--- src/rtl/alu_pkg.sv ---
// rtl/alu_pkg.sv - shared ALU widths, control codes and request/response structs
package alu_pkg;

  localparam int DATA_W  = 32;
  localparam int CTR_W   = 3;
  localparam int SHAMT_W = 5;

  localparam logic [CTR_W-1:0] ALU_AND = 3'b000;
  localparam logic [CTR_W-1:0] ALU_OR  = 3'b001;
  localparam logic [CTR_W-1:0] ALU_ADD = 3'b010;
  localparam logic [CTR_W-1:0] ALU_XOR = 3'b011;
  localparam logic [CTR_W-1:0] ALU_SLT = 3'b100;
  localparam logic [CTR_W-1:0] ALU_SLL = 3'b101;
  localparam logic [CTR_W-1:0] ALU_SUB = 3'b110;
  localparam logic [CTR_W-1:0] ALU_NOR = 3'b111;

  typedef struct packed {
    logic [CTR_W-1:0]   ctr;
    logic [DATA_W-1:0]  a;
    logic [DATA_W-1:0]  b;
    logic [SHAMT_W-1:0] shamt;
  } alu_req_t;

  typedef struct packed {
    logic [DATA_W-1:0] res;
    logic              zero;
    logic              ovf;
  } alu_rsp_t;

endpackage

--- src/rtl/alu_share_arbiter_if.sv ---
// rtl/alu_share_arbiter_if.sv - two-port request/response bus between EX logic and the ALU arbiter
interface alu_share_arbiter_if
  import alu_pkg::*;
#(
  parameter int DATA_W  = alu_pkg::DATA_W,
  parameter int CTR_W   = alu_pkg::CTR_W,
  parameter int SHAMT_W = alu_pkg::SHAMT_W
);

  logic [1:0]           req_valid;
  logic [1:0]           req_ready;
  logic [2*CTR_W-1:0]   req_ctr;
  logic [2*DATA_W-1:0]  req_a;
  logic [2*DATA_W-1:0]  req_b;
  logic [2*SHAMT_W-1:0] req_shamt;
  logic [1:0]           rsp_valid;
  logic [1:0]           rsp_ready;
  logic [2*DATA_W-1:0]  rsp_res;
  logic [1:0]           rsp_zero;
  logic [1:0]           rsp_ovf;

  modport master (
    output req_valid, req_ctr, req_a, req_b, req_shamt, rsp_ready,
    input  req_ready, rsp_valid, rsp_res, rsp_zero, rsp_ovf
  );

  modport slave (
    input  req_valid, req_ctr, req_a, req_b, req_shamt, rsp_ready,
    output req_ready, rsp_valid, rsp_res, rsp_zero, rsp_ovf
  );

endinterface

--- src/rtl/alu_share_arbiter_rr_arb2.sv ---
// rtl/alu_share_arbiter_rr_arb2.sv - two-way round-robin grant; port 0 wins the first contest
module rr_arb2 (
  input  logic       clk,
  input  logic       reset,
  input  logic [1:0] elig,
  output logic [1:0] grant
);

  logic last_grant;

  always_comb begin
    grant = 2'b00;
    case (elig)
      2'b01:   grant = 2'b01;
      2'b10:   grant = 2'b10;
      2'b11:   grant = last_grant ? 2'b01 : 2'b10;
      default: grant = 2'b00;
    endcase
  end

  always_ff @(posedge clk) begin
    if (reset) begin
      last_grant <= 1'b1;
    end else if (|grant) begin
      last_grant <= grant[1];
    end
  end

endmodule

--- src/rtl/alu_share_arbiter.sv ---
// rtl/alu_share_arbiter.sv - shares one combinational ALU between two requesters with a one-entry response buffer per port
// Optional per-port stall counters are built when ALU_ARB_STALL_CNT_EN is defined.
module alu_share_arbiter
  import alu_pkg::*;
#(
  parameter int DATA_W  = alu_pkg::DATA_W,
  parameter int CTR_W   = alu_pkg::CTR_W,
  parameter int SHAMT_W = alu_pkg::SHAMT_W,
  parameter int CNT_W   = 16
) (
  input  logic                 clk,
  input  logic                 reset,
  alu_share_arbiter_if.slave   bus,
  output logic [CTR_W-1:0]     alu_ctr,
  output logic [DATA_W-1:0]    alu_a,
  output logic [DATA_W-1:0]    alu_b,
  output logic [SHAMT_W-1:0]   alu_shamt,
  input  logic [DATA_W-1:0]    alu_res,
  input  logic                 alu_zero,
  input  logic                 alu_overflow
`ifdef ALU_ARB_STALL_CNT_EN
  ,
  output logic [2*CNT_W-1:0]   stall_cnt
`endif
);

  logic                 issue_vld;
  logic                 issue_port;
  logic [1:0]           in_flight;
  logic [1:0]           drain;
  logic [1:0]           elig;
  logic [1:0]           grant;
  logic [1:0]           rsp_vld;
  logic [2*DATA_W-1:0]  rsp_res_q;
  logic [1:0]           rsp_zero_q;
  logic [1:0]           rsp_ovf_q;
  logic [CTR_W-1:0]     sel_ctr;
  logic [DATA_W-1:0]    sel_a;
  logic [DATA_W-1:0]    sel_b;
  logic [SHAMT_W-1:0]   sel_shamt;

  // A port with an op in the ALU must wait for its capture, so its buffer is never overwritten.
  always_comb begin
    in_flight = 2'b00;
    if (issue_vld) begin
      in_flight = issue_port ? 2'b10 : 2'b01;
    end
    drain = rsp_vld & bus.rsp_ready;
    elig  = bus.req_valid & (~rsp_vld | drain) & ~in_flight;
  end

  rr_arb2 u_arb (
    .clk   (clk),
    .reset (reset),
    .elig  (elig),
    .grant (grant)
  );

  assign bus.req_ready = grant;

  always_comb begin
    if (grant[1]) begin
      sel_ctr   = bus.req_ctr[2*CTR_W-1:CTR_W];
      sel_a     = bus.req_a[2*DATA_W-1:DATA_W];
      sel_b     = bus.req_b[2*DATA_W-1:DATA_W];
      sel_shamt = bus.req_shamt[2*SHAMT_W-1:SHAMT_W];
    end else begin
      sel_ctr   = bus.req_ctr[CTR_W-1:0];
      sel_a     = bus.req_a[DATA_W-1:0];
      sel_b     = bus.req_b[DATA_W-1:0];
      sel_shamt = bus.req_shamt[SHAMT_W-1:0];
    end
  end

  // The issue register doubles as the ALU operand driver; it only loads on a grant so idle ALU inputs hold.
  always_ff @(posedge clk) begin
    if (reset) begin
      issue_vld  <= 1'b0;
      issue_port <= 1'b0;
      alu_ctr    <= '0;
      alu_a      <= '0;
      alu_b      <= '0;
      alu_shamt  <= '0;
    end else begin
      issue_vld <= |grant;
      if (|grant) begin
        issue_port <= grant[1];
        alu_ctr    <= sel_ctr;
        alu_a      <= sel_a;
        alu_b      <= sel_b;
        alu_shamt  <= sel_shamt;
      end
    end
  end

  always_ff @(posedge clk) begin
    if (reset) begin
      rsp_vld    <= 2'b00;
      rsp_res_q  <= '0;
      rsp_zero_q <= 2'b00;
      rsp_ovf_q  <= 2'b00;
    end else begin
      for (int p = 0; p < 2; p++) begin
        if (in_flight[p]) begin
          rsp_vld[p]                     <= 1'b1;
          rsp_res_q[p*DATA_W +: DATA_W]  <= alu_res;
          rsp_zero_q[p]                  <= alu_zero;
          rsp_ovf_q[p]                   <= alu_overflow;
        end else if (drain[p]) begin
          rsp_vld[p] <= 1'b0;
        end
      end
    end
  end

  assign bus.rsp_valid = rsp_vld;
  assign bus.rsp_res   = rsp_res_q;
  assign bus.rsp_zero  = rsp_zero_q;
  assign bus.rsp_ovf   = rsp_ovf_q;

`ifdef ALU_ARB_STALL_CNT_EN
  logic [CNT_W-1:0] stall_q [2];

  always_ff @(posedge clk) begin
    if (reset) begin
      stall_q[0] <= '0;
      stall_q[1] <= '0;
    end else begin
      for (int p = 0; p < 2; p++) begin
        if (bus.req_valid[p] && !grant[p] && (stall_q[p] != {CNT_W{1'b1}})) begin
          stall_q[p] <= stall_q[p] + {{(CNT_W-1){1'b0}}, 1'b1};
        end
      end
    end
  end

  assign stall_cnt = {stall_q[1], stall_q[0]};
`endif

endmodule

--- src/flat_wrapper.sv ---
// flat-port wrapper written by rule: the top's interface ports become plain ports
module alu_share_arbiter_flat import alu_pkg::*;
#(
  parameter int DATA_W  = alu_pkg::DATA_W,
  parameter int CTR_W   = alu_pkg::CTR_W,
  parameter int SHAMT_W = alu_pkg::SHAMT_W,
  parameter int CNT_W   = 16
)
  (clk, reset, alu_ctr, alu_a, alu_b, alu_shamt, alu_res, alu_zero, alu_overflow, bus_req_valid, bus_req_ctr, bus_req_a, bus_req_b, bus_req_shamt, bus_rsp_ready, bus_req_ready, bus_rsp_valid, bus_rsp_res, bus_rsp_zero, bus_rsp_ovf);
  alu_share_arbiter_if #(.DATA_W(DATA_W), .CTR_W(CTR_W), .SHAMT_W(SHAMT_W)) bus_i ();
  input  logic clk;
  input  logic reset;
  output logic [CTR_W-1:0] alu_ctr;
  output logic [DATA_W-1:0] alu_a;
  output logic [DATA_W-1:0] alu_b;
  output logic [SHAMT_W-1:0] alu_shamt;
  input  logic [DATA_W-1:0] alu_res;
  input  logic alu_zero;
  input  logic alu_overflow;
  input wire logic [$bits(bus_i.req_valid)-1:0] bus_req_valid;
  input wire logic [$bits(bus_i.req_ctr)-1:0] bus_req_ctr;
  input wire logic [$bits(bus_i.req_a)-1:0] bus_req_a;
  input wire logic [$bits(bus_i.req_b)-1:0] bus_req_b;
  input wire logic [$bits(bus_i.req_shamt)-1:0] bus_req_shamt;
  input wire logic [$bits(bus_i.rsp_ready)-1:0] bus_rsp_ready;
  output wire logic [$bits(bus_i.req_ready)-1:0] bus_req_ready;
  output wire logic [$bits(bus_i.rsp_valid)-1:0] bus_rsp_valid;
  output wire logic [$bits(bus_i.rsp_res)-1:0] bus_rsp_res;
  output wire logic [$bits(bus_i.rsp_zero)-1:0] bus_rsp_zero;
  output wire logic [$bits(bus_i.rsp_ovf)-1:0] bus_rsp_ovf;
  assign bus_i.req_valid = bus_req_valid;
  assign bus_i.req_ctr = bus_req_ctr;
  assign bus_i.req_a = bus_req_a;
  assign bus_i.req_b = bus_req_b;
  assign bus_i.req_shamt = bus_req_shamt;
  assign bus_i.rsp_ready = bus_rsp_ready;
  assign bus_req_ready = bus_i.req_ready;
  assign bus_rsp_valid = bus_i.rsp_valid;
  assign bus_rsp_res = bus_i.rsp_res;
  assign bus_rsp_zero = bus_i.rsp_zero;
  assign bus_rsp_ovf = bus_i.rsp_ovf;
  alu_share_arbiter #(.DATA_W(DATA_W), .CTR_W(CTR_W), .SHAMT_W(SHAMT_W), .CNT_W(CNT_W)) u_core (.clk(clk), .reset(reset), .bus(bus_i), .alu_ctr(alu_ctr), .alu_a(alu_a), .alu_b(alu_b), .alu_shamt(alu_shamt), .alu_res(alu_res), .alu_zero(alu_zero), .alu_overflow(alu_overflow));
endmodule
--- config.mk ---
export PLATFORM = sky130hd
export DESIGN_NAME = alu_share_arbiter_flat
export DESIGN_NICKNAME = d
export VERILOG_FILES = /design/src/rtl/alu_pkg.sv /design/src/rtl/alu_share_arbiter_if.sv /design/src/rtl/alu_share_arbiter_rr_arb2.sv /design/src/rtl/alu_share_arbiter.sv /design/src/flat_wrapper.sv
export SDC_FILE = /design/constraint.sdc
export NUM_CORES = 1
export LEC_CHECK = 0
export BUFFER_PORTS_ARGS = -buffer_cell sky130_fd_sc_hd__buf_2
export CELL_PAD_IN_SITES_DETAIL_PLACEMENT = 1
export CELL_PAD_IN_SITES_GLOBAL_PLACEMENT = 1
export CORE_MARGIN = 2
export CORE_UTILIZATION = 35
export DETAILED_ROUTE_END_ITERATION = 10
export GPL_TIMING_DRIVEN = 1
export PLACE_DENSITY_LB_ADDON = 0.1
export SLEW_MARGIN = 10
export SYNTH_ARGS = -nofsm -noshare
export SYNTH_HDL_FRONTEND = slang
export SYNTH_SLANG_ARGS = --single-unit
--- constraint.sdc ---
create_clock -name clk -period 2.6 [get_ports clk]
set_input_delay 0.52 -clock clk [delete_from_list [all_inputs] [get_ports clk]]
set_output_delay 0.52 -clock clk [all_outputs]
set_load 0.02 [all_outputs]
After elaboration in Yosys (flattened, before gate mapping)
Cells that the tools add are included.
Widths: inputs -> output; s select.
{"block": "totals", "ram_bits": 0, "mem_count": 0, "latch_bits": 0, "rom_bits": 0, "reg_bits": 145}
{"block": "op_classes", "bitwise": 6, "n_div": 0, "magnitude_cmp": 0, "mul": 0, "n_eq_ne": 3, "n_reduce_logical": 3, "shifts": 0, "mux": 12, "addsub": 0}
{"operator": "$mux 32", "n": 2}
{"operator": "$and 2x2->2", "n": 3}
{"operator": "$mux 2", "n": 3}
{"operator": "$pmux 2 s3", "n": 1}
{"operator": "$mux 5", "n": 1}
{"operator": "$eq 2x2->1 const B", "n": 2}
{"operator": "$mux 1", "n": 4}
{"operator": "$not 2->2", "n": 2}
{"operator": "$reduce_bool 2->1", "n": 2}
{"operator": "$mux 3", "n": 1}
{"operator": "$eq 2x1->1 const B", "n": 1}
{"operator": "$or 2x2->2", "n": 1}
{"operator": "$reduce_or 2->1", "n": 1}

Logic depth before layout (Yosys ltp)
Gate-level depths: netlist (run 1).
{"block": "logic_depth", "ltp_word": 7, "ltp_mapped": 7}

By module
A second synthesis (run 1) with hierarchy kept.
{"block": "hier_totals", "hier_cells": 634, "hier_area_um2": 6147.1}
{"mod": "alu_share_arbiter", "instances": 1, "area_per_inst_um2": 6093.3, "seq_area_each_um2": 2882.8, "cells_per_inst": 628}
{"mod": "rr_arb2", "instances": 1, "area_per_inst_um2": 53.8, "seq_area_each_um2": 20.0, "cells_per_inst": 6}

Least setup slack after synthesis (run 1)
No wires, ideal clock.
{"block": "synth_timing", "path_type": "input-to-output", "start": "input port bus_rsp_ready[0]", "end": "output port bus_req_ready[1]", "required_ns": 2.080, "cell_stages": 5, "t_arrival_ns": 1.466, "slack_ns": 0.614, "path_buffers": 2, "path_cell_list": "nand2b_1 > and3_1 > buf_2 > clkbuf_1 > nor2_1"}
{"block": "synth_via", "elab_chain_cells": 6}
{"element": "from (decl)", "line": "flat_wrapper.sv:25", "text": "input wire logic [$bits(bus_i.rsp_ready)-1:0] bus_rsp_ready;"}
{"element": "$and 2x2->2 *", "line": "alu_share_arbiter.sv:48", "text": "drain = rsp_vld & bus.rsp_ready;"}
{"element": "$or 2x2->2 *", "line": "alu_share_arbiter.sv:49", "text": "elig = bus.req_valid & (~rsp_vld | drain) & ~in_flight;"}
{"element": "$and 2x2->2 * (2 in series)", "line": "alu_share_arbiter.sv:49"}
{"element": "$eq 2x2->1 / $eq 2x1->1 (equally long branches)", "line": "alu_share_arbiter_rr_arb2.sv:13", "text": "case (elig)"}
{"element": "$pmux 2 s3 *", "line": "alu_share_arbiter_rr_arb2.sv:13"}
{"element": "to (decl)", "line": "flat_wrapper.sv:26", "text": "output wire logic [$bits(bus_i.req_ready)-1:0] bus_req_ready;"}
Every way passes the cells marked *; elsewhere a longest branch is shown, timed or not.

Worst setup path in the final report (run 1)
{"block": "layout_timing", "start": "register u_core.issue_port", "end": "output port bus_req_ready[0]"}
{"block": "layout_via", "elab_chain_cells": 6}
{"element": "from (decl)", "line": "alu_share_arbiter.sv:28", "text": "logic issue_port;"}
{"element": "from (signal assigned)", "line": "alu_share_arbiter.sv:87", "text": "issue_port <= grant[1];"}
{"element": "$mux 2 *", "line": "alu_share_arbiter.sv:46", "text": "in_flight = issue_port ? 2'b10 : 2'b01;"}
{"element": "$mux 2 *", "line": "alu_share_arbiter.sv:45", "text": "if (issue_vld) begin"}
{"element": "$not 2->2 *", "line": "alu_share_arbiter.sv:49"}
{"element": "$and 2x2->2 *", "line": "alu_share_arbiter.sv:49"}
{"element": "$eq 2x2->1 / $eq 2x1->1 (equally long branches)", "line": "alu_share_arbiter_rr_arb2.sv:13"}
{"element": "$pmux 2 s3 *", "line": "alu_share_arbiter_rr_arb2.sv:13"}
Marked as above.

==> flow_metrics.env, run 1 <==
export IMPL_status="finished, final reports clean"
export IMPL_p_leak_nw=3.712
export IMPL_hold_end="u_core.bus.rsp_res[3]"
export IMPL_hold_viol_final=0
export IMPL_tns_ns=0
export IMPL_swShare_pct=33.05
export IMPL_htreeDepth=4
export IMPL_synth_distinct_cells=21
export IMPL_grt_ovfl_total=0
export IMPL_portBuffers=327
export IMPL_synth_cells=745
export IMPL_cp_end_kind="output port"
export IMPL_cts_resized=0
export IMPL_slowest_delay_ns=0.41
export IMPL_cts_root_buf="clkbuf_16"
export IMPL_grt_pass1_vias=6912
export IMPL_relSlewSlack_pct=53.45
export IMPL_routed_wl_mm=23.41
export IMPL_io_pins=328
export IMPL_worstPathBufferInverterCount=1
export IMPL_p_per_area_mw_per_mm2=711.8
export IMPL_grt_pass1_wl_mm=36.88
export IMPL_period_share_pct=82.30
export IMPL_worst_path_stages=4
export IMPL_cts_sinks=145
export IMPL_arrival_ns=1.62
export IMPL_timing_rr_start="u_core.issue_port"
export IMPL_slowest_stage="dfxtp_1"
export IMPL_seq_power_share_pct=40.0
export IMPL_vias_per_cell=5.245
export IMPL_grt_max_degree=80
export IMPL_clock_skew_ns=0.01100
export IMPL_min_from="alu_res[3]"
export IMPL_synthesis_nets=929
export IMPL_setup_viol=0
export IMPL_firstDrtPassIters=4
export IMPL_routabilityCongestion=0.7983
export IMPL_synth_ff_type="dfxtp_1"
export IMPL_yosys_warnings=0
export IMPL_drv_slew=0
export IMPL_vias=6667
export IMPL_maxCapViolCount=0
export IMPL_cp_top_family="simple AND/OR/NAND/NOR gates"
export IMPL_holdBufCountCts=0
export IMPL_clkPwrFrac_pct=36.9
export IMPL_antenna_found_initial=5
export IMPL_insertion_delay_ns=0.42
export IMPL_synthArstFlopShare_pct=0
export IMPL_tritoncts_num_buffers=17
export IMPL_rsz0062_at_grt="no"
export IMPL_pwr_share_comb_pct=23.1
export IMPL_cp_required_ns=2.08
export IMPL_worst_slew_pin_slew_ns=0.6983
export IMPL_finalNetCount=1209
export IMPL_wl_per_cell_um=18.42
export IMPL_whs_path_depth=3
export IMPL_place_area_sq_mm=0.008213
export IMPL_cts_tree="done"
export IMPL_grt_util_all_layers_pct=23.40
export IMPL_antenna_left=0
export IMPL_p_int_w=0.004181
export IMPL_r2r_slack_ns=0.62
export IMPL_crit_path_max_fanout=5
export IMPL_drc=0
export IMPL_synth_area_per_cell_sq_um=8.648
export IMPL_start_kind="register"
export IMPL_min_period_ns=2.140
export IMPL_initial_core_util_pct=35.74
export IMPL_startpoint="u_core.issue_port"
export IMPL_synth_edf_count=0
export IMPL_die_h_um=139.7
export IMPL_p_sw_w=0.002064
export IMPL_die_x_um=139.7
export IMPL_ys_seq_area_share_pct=45.06
export IMPL_die_area_sq_mm=0.01951
export IMPL_final_fill_count=2229
export IMPL_syn_area_sq_mm=0.006442
export IMPL_drt_iter0_drc=228
export IMPL_critPathKind="reg -> out"
export IMPL_hold_path_class="in -> reg"
export IMPL_postCtsSetupBuffers=0
export IMPL_cts_clk_slew_worst_paths_ns=0.07
export IMPL_stdcell_area_sq_mm=0.008773
export IMPL_max_vdd_ir_drop_v=0.0004869
export IMPL_path_cells="nand2b_1, and3_2, o21a_1, buf_2"
export IMPL_drive_gt1_share_pct=43.83
export IMPL_areaGrowthSynthToFinish_pct=36.18
export IMPL_ys_ff_latch=145
export IMPL_clockBufferDepth=2
export IMPL_fmax_ghz=0.4673
export IMPL_reg2regPathDepth=5
export IMPL_row_count=49
export IMPL_reg2reg_to="u_core.alu_shamt[4]"
export IMPL_dp_hpwl_mm=15.95
export IMPL_core_area_sq_mm=0.01802
power groups by stage:
stage | Clock (W) | Combinational (W) | Sequential (W)
after global routing | 0.00246 | 0.00157 | 0.00252
after detailed placement | 0 | 0.00145 | 0.00255
after global placement | 0 | 0.00144 | 0.00254
final | 0.00230 | 0.00144 | 0.00250
after floorplan | 0 | 0.000706 | 0.00277
after CTS | 0.00236 | 0.00146 | 0.00250
final cells by class:
class	instances	area (sq um)	share of cell area [%]
multi-input combinational	514	3143	35.82
clock inverter	14	121.4	1.383
sequential	145	2903	33.09
antenna	4	10.01	0.1141
tap	229	286.5	3.266
timing repair buffer	347	1881	21.43
clock buffer	18	429.2	4.892
worst max-delay path by stage:
stage	end	slack (ns)
finish	bus_req_ready[0]	0.46
global route	bus_req_ready[0]	0.33
CTS	bus_req_ready[0]	0.42
detailed placement	u_core.alu_ctr[0]	0.53
global placement	u_core.alu_shamt[3]	0.55
floorplan	bus_req_ready[1]	0.61
cells in the mapped netlist (all sizes together), types with 2 or more instances:
| master | count | area share (%) |
|---|---|---|
| dfxtp | 145 | 45 |
| nand2 | 137 | 8.0 |
| nand3 | 74 | 5.8 |
| nor3 | 73 | 5.7 |
| o21ai | 73 | 5.7 |
| a311oi | 72 | 16 |
| a21oi | 70 | 5.4 |
| clkbuf | 54 | 3.1 |
| buf | 32 | 3.3 |
| nand2b | 4 | 0.39 |
| and3 | 3 | 0.29 |
| and2 | 2 | 0.19 |
| nor2 | 2 | 0.12 |
| nor2b | 2 | 0.19 |
flip-flops by register name, summed over array words and instances, names as in the netlist:
signal	cells
u_core.alu_ctr	3
u_core.bus.rsp_valid	2
u_core.bus.rsp_zero	2
u_core.bus.rsp_res	64
u_core.bus.rsp_ovf	2
u_core.alu_b	32
u_core.alu_a	32
u_core.issue_vld	1
u_core.u_arb.last_grant	1
u_core.alu_shamt	5
u_core.issue_port	1
placed cells by master, fill, tap and decap left out, types with 3 or more instances in the layout:
cell type | synthesis | routed
clkbuf_16 | 0 | 17
buf_4 | 0 | 13
buf_12 | 0 | 7
nand3_1 | 73 | 72
nor3_1 | 73 | 73
clkinv_4 | 0 | 4
nand2b_1 | 4 | 4
a21oi_1 | 70 | 70
buf_2 | 19 | 326
o21ai_0 | 73 | 73
dfxtp_1 | 145 | 145
nand2_1 | 136 | 136
a311oi_1 | 3 | 3
diode_2 | 0 | 4
inv_6 | 0 | 5
a311oi_2 | 69 | 69
cells by family (layout without fill, tap and decap cells):
logic type	after synthesis	after routing	synth area share, %
buffers and inverters	86	379	6.428
other	0	4	0
flip-flops	145	145	45.06
AND/OR/NAND/NOR	298	298	20.80
AO/OA/AOI/OAI	216	216	27.71
worst min-delay path, cell delays in order:
cell and delay (ns):
buf_2 0.10, nand2_1 0.05, a21oi_1 0.05
layer usage:
layer / wire [um] / up-vias / track usage, %
li1: - / 3255 / -
met1: 9807 / 3138 / 28.73
met2: 11430 / 227 / 39.22
met3: 1553 / 43 / 6.332
met4: 595 / 4 / 9.053
met5: 21 / - / 0
per-stage QoR:
stage | hold WS [ns] | cells | power, W | utilization (%) | worst slack [ns]
after CTS | 0.3262 | 1267 | 0.006323 | 48.62 | 0.4178
final | 0.3430 | 1271 | 0.006245 | 48.67 | 0.4601
after floorplan | 0.4769 | 745 | 0.003474 | - | 0.6142
after global placement | 0.4396 | 1235 | 0.003981 | 45.56 | 0.5531
after global routing | 0.3353 | 1270 | 0.006545 | 48.66 | 0.3306
after detailed placement | 0.4435 | 1235 | 0.004002 | 45.56 | 0.5275
Power figures use the tool's default switching activity.
==> run 2, diff against run 1 <==
- CORE_UTILIZATION: 35 -> 29
- clock period: 2.6 -> 1.8 ns (I/O delays scaled with it)
==> run 2 against run 1 <==
Count of clock-buffer cells in the layout decreased by 1. Final cell count increased by 5.7%. Core utilization decreased by 6.4 points. Power increased by 51%. Clock skew increased by 0.0046 ns. Via count increased by 2.5%. Register-to-register slack got worse by 0.46 ns. Global-route usage decreased by 3.2 points. Critical path depth unchanged. Sequential share of layout area decreased by 1.6 points. Largest cell class unchanged.
==> flow_metrics.env, run 2 (same netlist as run 1, synthesis figures left out) <==
export IMPL_status="finished, final reports clean"
export IMPL_cts_root_buf="clkbuf_16"
export IMPL_p_per_area_mw_per_mm2=1024
export IMPL_place_area_sq_mm=0.008527
export IMPL_antenna_left=0
export IMPL_cts_tree="done"
export IMPL_htreeDepth=4
export IMPL_min_period_ns=1.764
export IMPL_path_cells="nand2b_4, and3_4, o21a_1, buf_6"
export IMPL_antenna_found_initial=9
export IMPL_cp_top_family="flip-flops"
export IMPL_stdcell_area_sq_mm=0.009233
export IMPL_final_cell_mix="buf_2, dfxtp_1, nand2_1"
export IMPL_pwr_share_comb_pct=23.7
export IMPL_clock_skew_ns=0.01565
export IMPL_core_area_sq_mm=0.02182
export IMPL_drv_slew=0
export IMPL_routabilityCongestion=0.7647
export IMPL_row_count=54
export IMPL_vias=6833
export IMPL_setup_viol=0
export IMPL_p_sw_w=0.003127
export IMPL_slowest_delay_ns=0.37
export IMPL_p_leak_nw=3.896
export IMPL_fin_ws_ns=0.03584
export IMPL_cp_required_ns=1.44
export IMPL_final_common_cell="buf_2"
export IMPL_drc=0
export IMPL_p_int_w=0.006327
export IMPL_final_core_util_pct=42.31
export IMPL_grt_max_degree=60
export IMPL_worst_slew_pin_slew_ns=0.4106
export IMPL_place_ws_ns=0.0005882
export IMPL_relSlewSlack_pct=72.63
export IMPL_min_from="alu_res[25]"
export IMPL_cts_clk_slew_worst_paths_ns=0.07
export IMPL_dp_hpwl_mm=16.99
export IMPL_firstDrtPassIters=4
export IMPL_largest_reg_flops=64
export IMPL_critPathKind="reg -> out"
export IMPL_swShare_pct=33.08
export IMPL_drive_gt1_share_pct=45.61
export IMPL_clkPwrFrac_pct=38.0
export IMPL_die_x_um=153.0
export IMPL_arrival_ns=1.40
export IMPL_maxCapViolCount=0
export IMPL_hold_path_class="in -> reg"
export IMPL_grt_pass1_vias=6988
export IMPL_worstPathBufferInverterCount=1
export IMPL_drt_iter0_drc=274
export IMPL_start_kind="register"
export IMPL_portBuffers=327
export IMPL_tritoncts_num_buffers=17
export IMPL_finalNetCount=1230
export IMPL_vias_per_cell=5.084
export IMPL_insertion_delay_ns=0.43
export IMPL_seq_power_share_pct=38.3
export IMPL_clockBufferDepth=2
export IMPL_io_pins=328
export IMPL_rsz0062_at_grt="yes"
export IMPL_cp_end_kind="output port"
export IMPL_p_total_w=0.009455
export IMPL_cts_sinks=145
export IMPL_die_h_um=153.0
export IMPL_timing_rr_start="u_core.bus.rsp_valid[0]"
export IMPL_grt_ovfl_total=0
export IMPL_period_share_pct=98.01
export IMPL_final_fill_count=2670
export IMPL_grt_pass1_wl_mm=38.21
export IMPL_fmax_ghz=0.5668
export IMPL_max_vdd_ir_drop_v=0.0004330
export IMPL_wl_per_cell_um=18.24
export IMPL_crit_path_max_fanout=5
export IMPL_routed_wl_mm=24.52
export IMPL_areaGrowthSynthToFinish_pct=43.31
export IMPL_startpoint="u_core.issue_port"
export IMPL_initial_core_util_pct=29.52
export IMPL_holdWs_ns=0.1744
export IMPL_die_area_sq_mm=0.02342
export IMPL_grt_util_all_layers_pct=20.22
export IMPL_hold_viol_final=0
export IMPL_slowest_stage="dfxtp_4"
## run 2: cell types whose count changed in the layout (fill, tap and decap cells not counted), moves of 3 or more
| cell | delta |
|---|---|
| buf_4 | +10 |
| buf_12 | +11 |
| nand2b_1 | -3 |
| nand2b_4 | +3 |
| dfxtp_1 | -3 |
## run 2: power groups by stage
| stage | registers (W) | clock network [W] | logic (W) |
|---|---|---|---|
| finish | 0.00362 | 0.00359 | 0.00224 |
| global route | 0.00366 | 0.00383 | 0.00242 |
| CTS | 0.00362 | 0.00368 | 0.00226 |
| detailed placement | 0.00369 | 0 | 0.00223 |
| global placement | 0.00368 | 0 | 0.00222 |
| floorplan | 0.00400 | 0 | 0.00102 |
## run 2: path summary, 6_finish.rpt
path / slack, ns / cells past startpoint / endpoint
worst max register to register: 0.16 / 6 / u_core.alu_a[3]
worst min register to register: 0.45 / 2 / u_core.bus.rsp_res[11]
worst max-delay path: 0.04 / 4 / bus_req_ready[0]
worst min-delay path: 0.17 / 3 / u_core.bus.rsp_res[25]
## run 2: timing repair
item                                    4_1_cts  5_1_grt
endpoints found under the setup margin        2        2
gates resized for setup                      10        5
buffers inserted                              2        4
hold buffers                                  0        0
pin swaps                                     2        2
## run 2: worst register-to-register path, delay by kind of cell, from the launching register on
kind | cells | cell delay [ns]
flops | 1 | 0.39
simple gates | 3 | 0.54
compound gates | 1 | 0.24
buf+inv | 2 | 0.40
## run 2: stage by stage
| step | instances | setup TNS [ns] |
|---|---|---|
| CTS | 1335 | 0 |
| global route | 1344 | -0.02620 |
| global placement | 1301 | 0 |
| finish | 1344 | 0 |
| floorplan | 745 | 0 |
| detailed placement | 1301 | 0 |
## run 2: final cells by class
cell class	count	area, sq um	area share, %
Timing Repair Buffer	368	2188	23.70
Sequential cell	145	2909	31.51
Clock inverter	15	166.4	1.802
Tap cell	280	350.3	3.795
Multi-Input combinational cell	514	3181	34.45
Antenna cell	5	12.51	0.1355
Clock buffer	17	425.4	4.608
## run 2: metal layers
metal	share of wire (%)	track usage [%]	vias up
met5	0.16	0	-
met4	2.4	7.187	6
met3	6.2	5.415	39
met2	48	33.38	227
met1	44	25.42	3259
li1	-	-	3302
==> run 3, diff against run 2 <==
- GPL_ROUTABILITY_DRIVEN: default -> 0
- PLACE_DENSITY_LB_ADDON: 0.1 -> 0.25
==> run 3 against run 2 <==
Power shrank 2.3%. Non-clock buffer count up 1. Sequential power about the same. Flip-flop and latch count stayed put. First-iteration DRC count rose by 8.8%. Combinational power up 2%. Clock power decreased by 7.2%. Sequential share of layout area decreased by 0.085 points. Clock skew up 0.0010 ns. Critical path depth did not move. Cell area rose by 0.27%. Via count rose by 1.3%. Critical endpoint unchanged.
==> flow_metrics.env, run 3 (same netlist as run 1, synthesis figures left out) <==
export IMPL_slowest_delay_ns=0.37
export IMPL_whs_path_depth=3
export IMPL_antenna_found_initial=6
export IMPL_arrival_ns=1.42
export IMPL_place_area_sq_mm=0.008527
export IMPL_largest_reg_flops=64
export IMPL_rsz0062_at_grt="yes"
export IMPL_grt_util_all_layers_pct=20.50
export IMPL_grt_ovfl_total=0
export IMPL_critPathKind="reg -> out"
export IMPL_fin_ws_ns=0.02444
export IMPL_clockBufferDepth=2
export IMPL_die_x_um=153.0
export IMPL_tritoncts_num_buffers=17
export IMPL_drt_iter0_drc=298
export IMPL_drive_gt1_share_pct=45.42
export IMPL_die_area_sq_mm=0.02342
export IMPL_dp_cells=1296
export IMPL_portBuffers=327
export IMPL_maxCapViolCount=0
export IMPL_min_period_ns=1.776
export IMPL_dp_hpwl_mm=16.86
export IMPL_start_kind="register"
export IMPL_finalNetCount=1231
export IMPL_crit_path_max_fanout=5
export IMPL_final_cell_mix="buf_2, dfxtp_1, nand2_1"
export IMPL_htreeDepth=4
export IMPL_regArea_sq_mm=0.002909
export IMPL_stdcell_area_sq_mm=0.009258
export IMPL_path_cells="nand2b_4, and3_4, o21a_1, buf_6"
export IMPL_drc=0
export IMPL_io_pins=328
export IMPL_final_fill_count=2716
export IMPL_max_vdd_ir_drop_v=0.0004827
export IMPL_grt_pass1_vias=7126
export IMPL_clock_skew_ns=0.01666
export IMPL_hold_path_class="in -> reg"
export IMPL_worst_slew_pin_slew_ns=0.4280
export IMPL_antenna_left=0
export IMPL_p_total_w=0.009237
export IMPL_hold_viol_final=0
export IMPL_insertion_delay_ns=0.43
export IMPL_areaGrowthSynthToFinish_pct=43.70
export IMPL_cts_root_buf="clkbuf_16"
export IMPL_p_per_area_mw_per_mm2=997.8
export IMPL_stdcell_count=1345
export IMPL_firstDrtPassIters=4
export IMPL_reg2regPathDepth=7
export IMPL_drv_slew=0
export IMPL_place_ws_ns=-0.04528
export IMPL_status="finished, final reports clean"
export IMPL_cp_end_kind="output port"
export IMPL_holdWs_ns=0.1838
export IMPL_vias=6919
export IMPL_grt_pass1_wl_mm=38.59
export IMPL_slowest_stage="dfxtp_4"
export IMPL_cp_required_ns=1.44
export IMPL_initial_core_util_pct=29.52
export IMPL_wl_per_cell_um=18.45
export IMPL_setup_viol=0
export IMPL_final_common_cell="buf_2"
export IMPL_cts_clk_slew_worst_paths_ns=0.06
export IMPL_cts_tree="done"
export IMPL_die_h_um=153.0
export IMPL_fmax_ghz=0.5632
export IMPL_period_share_pct=98.64
export IMPL_multiInputGateArea_sq_mm=0.003186
export IMPL_grt_max_degree=57
export IMPL_row_count=54
export IMPL_core_area_sq_mm=0.02182
export IMPL_cts_sinks=145
export IMPL_relSlewSlack_pct=71.47
export IMPL_routed_wl_mm=24.81
export IMPL_p_leak_nw=3.923
export IMPL_vias_per_cell=5.144
[run 3: final timing paths]
kind	endpoint	from	slack, ns
worst max-delay path	bus_req_ready[0]	u_core.issue_port	0.02
worst min-delay path	u_core.bus.rsp_res[11]	alu_res[11]	0.18
worst max register to register	u_core.alu_a[8]	u_core.bus.rsp_valid[1]	0.07
worst min register to register	u_core.bus.rsp_res[54]	u_core.bus.rsp_res[54]	0.45
[run 3: final cells by class]
| cell class | count | share of cell area [%] |
|---|---|---|
| antenna | 6 | 0.1622 |
| clock buffer | 19 | 4.676 |
| clock inverter | 12 | 1.189 |
| multi-input combinational | 514 | 34.41 |
| sequential | 145 | 31.42 |
| tap | 280 | 3.784 |
| timing repair buffer | 369 | 24.35 |
[run 3: metrics by stage]
stage,TNS (ns),util (%)
finish,0,42.42
global route,-0.04270,42.42
CTS,0,42.14
detailed placement,-0.2183,39.07
global placement,0,39.07
floorplan,0,-
[run 3: repair_timing]
item,in CTS,in global routing
gates cloned,1,0
buffers inserted,6,5
endpoints found under the setup margin,2,6
gates resized for setup,12,2
pin swaps,2,2
hold buffers,0,0
[run 3: critical path, delay by kind of cell (launching register included)]
kind / cells / cell delay [ns]
AOI/OAI and AO/OA: 1 / 0.15
DFF: 1 / 0.37
buffers and inverters: 1 / 0.14
and+or+nand+nor: 2 / 0.34
[run 3: per-layer routing]
layer	track usage [%]	vias to the layer above	part of all wire [%]	wire [um]
met5	0	-	0	0
met4	8.598	0	3.0	733
met2	35.78	255	50	12380
met3	5.302	40	5.9	1457
met1	23.77	3326	41	10250
li1	-	3298	-	-
[run 3: where the power goes]
group,leakage [nW],total [W],internal (W),switching (W)
clock,0.267,0.00333,0.00190,0.00143
combinational,2.46,0.00228,0.000898,0.00138
sequential,1.20,0.00363,0.00348,0.000148
